## config.mk

```make
export PLATFORM = sky130hd
export DESIGN_NAME = instruction_fetch_unit
export DESIGN_NICKNAME = d
export VERILOG_FILES = /design/src/rtl/instruction_fetch_unit.sv
export SDC_FILE = /design/constraint.sdc
export NUM_CORES = 1
export LEC_CHECK = 0
export BUFFER_PORTS_ARGS = -buffer_cell sky130_fd_sc_hd__buf_2
export CAP_MARGIN = 20
export CORE_ASPECT_RATIO = 1.4
export CORE_MARGIN = 2
export CORE_UTILIZATION = 37
export DETAILED_ROUTE_END_ITERATION = 16
export PLACE_DENSITY = 0.63
export SYNTH_ARGS = -nofsm -noshare
export SYNTH_HDL_FRONTEND = slang
export SYNTH_SLANG_ARGS = --single-unit
```

## constraint.sdc

```tcl
create_clock -name clk -period 2.7 [get_ports clk]
set_input_delay 0.405 -clock clk [delete_from_list [all_inputs] [get_ports clk]]
set_output_delay 0.405 -clock clk [all_outputs]
set_load 0.1 [all_outputs]
```

## src/rtl/instruction_fetch_unit.sv

```systemverilog
// rtl/instruction_fetch_unit.sv - program counter, instruction memory fetch and decode handshake
module instruction_fetch_unit #(
    parameter logic [63:0] RESET_PC  = 64'd0,
    parameter logic [63:0] MEM_BYTES = 64'd64,
    parameter logic [63:0] PC_STEP   = 64'd4
) (
    input  logic        clk,
    input  logic        reset,
    output logic [63:0] InstructionAddress,
    input  logic [31:0] Instruction,
    input  logic        branch_taken,
    input  logic [63:0] branch_target,
    output logic        if_valid,
    input  logic        if_ready,
    output logic [31:0] if_instruction,
    output logic [63:0] if_pc,
    output logic        fault,
    output logic        halted
);

    typedef enum logic [1:0] {
        S_IDLE  = 2'd0,
        S_FETCH = 2'd1,
        S_HALT  = 2'd2
    } state_t;

    state_t      state_q;
    logic [63:0] pc_q;
    logic        valid_q;
    logic [31:0] instr_q;
    logic [63:0] if_pc_q;
    logic        fault_q;

    always_ff @(posedge clk or negedge reset) begin
        if (!reset) begin
            state_q <= S_IDLE;
            pc_q    <= RESET_PC;
            valid_q <= 1'b0;
            instr_q <= 32'd0;
            if_pc_q <= 64'd0;
            fault_q <= 1'b0;
        end else begin
            case (state_q)
                S_IDLE: state_q <= S_FETCH;
                S_FETCH: begin
                    // A redirect outranks both the range check and the capture of the old PC.
                    if (branch_taken && (branch_target[1:0] != 2'b00)) begin
                        fault_q <= 1'b1;
                        valid_q <= 1'b0;
                        state_q <= S_HALT;
                    end else if (branch_taken) begin
                        pc_q    <= branch_target;
                        valid_q <= 1'b0;
                    end else if (pc_q >= MEM_BYTES) begin
                        fault_q <= 1'b1;
                        valid_q <= 1'b0;
                        state_q <= S_HALT;
                    end else if (!valid_q || if_ready) begin
                        instr_q <= Instruction;
                        if_pc_q <= pc_q;
                        valid_q <= 1'b1;
                        pc_q    <= pc_q + PC_STEP;
                    end
                end
                default: state_q <= S_HALT;
            endcase
        end
    end

    assign InstructionAddress = pc_q;
    assign if_valid           = valid_q;
    assign if_instruction     = instr_q;
    assign if_pc              = if_pc_q;
    assign fault              = fault_q;
    assign halted             = (state_q == S_HALT);

endmodule

```

==> flow_summary.ini <==
[layout]
fin_nets = 924
finalNonFillerCells = 1072
layout_common_cells = buf_2 (261), dfrtp_1 (164), nand2_1 (92)
fin_util = 0.504
syn_to_final_growth_pct = 34.8
nFillCells = 1624
final_common_cell = buf_2
drive_gt1_frac = 0.411

[run_status]
violations = hold timing
status = complete, but fails checks

[worst_setup_path]
crit_type = flip-flop to flip-flop
crit_required_ns = 3.02
cpMaxStageDelayCell = dfrtp_1
r2r_setup_slack_ns = 0.35
critical_path.startpoint_type = flip-flop
critPathMaxStageDelay_ns = 0.41
crit_arrival_ns = 2.67
crit_chain = nor4_1 > nand4_1 > nor4_4 > buf_4 > o21ai_1 > buf_4 > a211oi_1
crit_path_end_kind = flip-flop
path_common_cell = buf_4
cp_max_fo = 9

[clocking]
cts_buffer_depth = 2
cts_resized = 0
cts_root_buf = clkbuf_16
cts_sinks = 164
post-cts-setup-buffer-count = 0
hold_buffers = 0
clk_pin_slew_ns = 0.06
worstSkewPairLatency_ns = 0.42
htreeDepth = 4
cts_buffers = 17
cts_tree = yes

[sta]
holdWs_ns = -0.0176
setup-violations-final = 0
slew_violations = 0
relSlewSlack = 0.567
fmax_mhz = 425
worst_slack_ns = 0.346
finalCritPeriodShare = 0.872
clock_skew_ns = 0.0128
tightestPinTransition_ns = 0.645
hold_viol_final = 13
rsz0062_at_grt = false
period_minus_slack_ns = 2.35
tns_ns = 0

[placed_design]
routabilityCongestion = 0.766
dpl.hpwl_um = 12200
io_buffers = 262
pre_cts_ws_ns = 0.350
dpl.cell_count = 1039

[floorplanning]
dieArea_um2 = 18400
fp.dieW_um = 115
core_um2 = 17200
rows = 57
fp.dieH_um = 160
start_util = 0.373
io_pins = 263

[global_routing]
track_usage = 0.184
grt_pass1_vias = 4940
grt_max_degree = 97
grt_pass1_wl_um = 26400
grt-ovfl-total = 0
antenna_found_initial = 1

[detailed_routing]
drc = 0
antenna_left = 0
vias = 4995
wl_per_cell_um = 15.7
dr.pass1.iters = 4
routed_wl_um = 16900
drt_iter0_drc = 291
via_per_inst = 4.66

[worst_hold_path]
hold_class = input pin to asynchronous set/reset pin

[synth]
netlist_instances = 558
synth-xor-area-share = 0
synth_edf_count = 0
ys_seq_elements = 164
netlist_area_um2 = 6420
synth_adder_area_share = 0.00390
synth_warnings = 0
synth-simple-area-share = 0.183
syn_avg_cell_area_um2 = 11.5
yosys.cell_types.count = 44
ys_seq_area_frac = 0.639
synth-compound-area-share = 0.0715
synth_top_family_by_area = simple AND/OR/NAND/NOR gates
synth_ff_type = dfrtp_1
syn_nets = 660
async_flop_share = 1.00
muxShareOfSynthArea = 0.0698

[power]
peakVddDrop_mv = 0.458
p_leak_uw = 0.00486
cellPowerDensity_nw_per_um2 = 678

[job]
drv_cap = 0
## flip-flops by register name, indices dropped and copies added, names as in the netlist
name                flops
fault                   1
if_valid                1
InstructionAddress     64
if_instruction         32
state_q                 2
if_pc                  64
## layout make-up
cell class	count	area (um^2)	share of cell area
Sequential cell	164	4100	0.474
Multi-Input combinational cell	342	2120	0.245
Timing Repair Buffer	275	1450	0.168
Clock buffer	20	447	0.0516
Tap cell	236	295	0.0341
Clock inverter	11	151	0.0175
Inverter	22	82.6	0.00954
Antenna cell	2	5.00	0.000578
## path summary, 6_finish.rpt
kind | from | endpoint | cells after the start
worst max register to register | InstructionAddress[59] | InstructionAddress[12] | 7
worst min register to register | fault | fault | 1
worst min-delay path | reset | if_pc[53] | 2
min in group clk | branch_target[60] | InstructionAddress[60] | 3
max in group asynchronous | reset | InstructionAddress[11] | 2
worst max-delay path | InstructionAddress[59] | InstructionAddress[12] | 7
## cell families (layout without fill, tap and decap cells)
family	after synthesis	after routing
simple gates	230	230
flops	164	164
compound gates	70	70
buf+inv	52	328
mux	40	40
fa+ha+maj	2	2
other cells	0	2
## Yosys cell counts, types with 2 or more instances
| cell type | instances | share of area |
|---|---|---|
| dfrtp_1 | 164 | 0.64 |
| nand2_1 | 92 | 0.054 |
| and2_1 | 60 | 0.058 |
| mux2_2 | 31 | 0.054 |
| clkbuf_1 | 22 | 0.013 |
| inv_1 | 22 | 0.013 |
| nor4_1 | 19 | 0.019 |
| nor2_1 | 17 | 0.0099 |
| o21ai_0 | 17 | 0.013 |
| a31oi_1 | 11 | 0.011 |
| a21oi_1 | 10 | 0.0078 |
| nand4_1 | 9 | 0.0088 |
| nor3_1 | 9 | 0.0070 |
| buf_2 | 8 | 0.0062 |
| nand3_1 | 8 | 0.0062 |
| mux2_1 | 7 | 0.012 |
| a211oi_1 | 6 | 0.0070 |
| a22oi_1 | 4 | 0.0047 |
| o22a_1 | 4 | 0.0055 |
| o22ai_1 | 4 | 0.0039 |
| a22o_1 | 3 | 0.0041 |
| nor4b_1 | 3 | 0.0041 |
| a2bb2oi_1 | 2 | 0.0027 |
| and3_1 | 2 | 0.0019 |
| ha_1 | 2 | 0.0039 |
| mux2i_1 | 2 | 0.0031 |
| nor2b_1 | 2 | 0.0019 |
| or3b_2 | 2 | 0.0027 |
## report_power, final
group	internal (uW)	total (uW)	switching, uW	leakage [uW]
combinational	161	817	656	0.00234
sequential	2520	2590	67.4	0.00224
clock	1480	2460	980	0.000280
total	4170	5870	1700	0.00486
## per-stage QoR
step | area [um^2] | power (uW) | hold slack, ns
floorplan | 6420 | 3200 | 0.109
global placement | 8050 | 3450 | 0.463
detailed placement | 8050 | 3460 | 0.462
CTS | 8650 | 5960 | 0.00527
global route | 8650 | 6110 | 0.0209
finish | 8650 | 5870 | -0.0176
## worst max-delay path: cells and delay by family (launching register included)
family          cells  cell delay [ns]
simple gates        3             0.92
buf+inv             2             0.48
compound gates      2             0.45
flops               1             0.41
## routing by layer
layer / wire [um] / global-route usage / vias up / part of all wire
met5: 0 / 0 / - / 0
met2: 8220 / 0.297 / 189 / 0.49
met3: 1410 / 0.0710 / 18 / 0.083
li1: - / - / 2440 / -
met4: 216 / 0.0591 / 0 / 0.013
met1: 7020 / 0.227 / 2348 / 0.42
No activity file was read; power rests on OpenSTA's default activity.
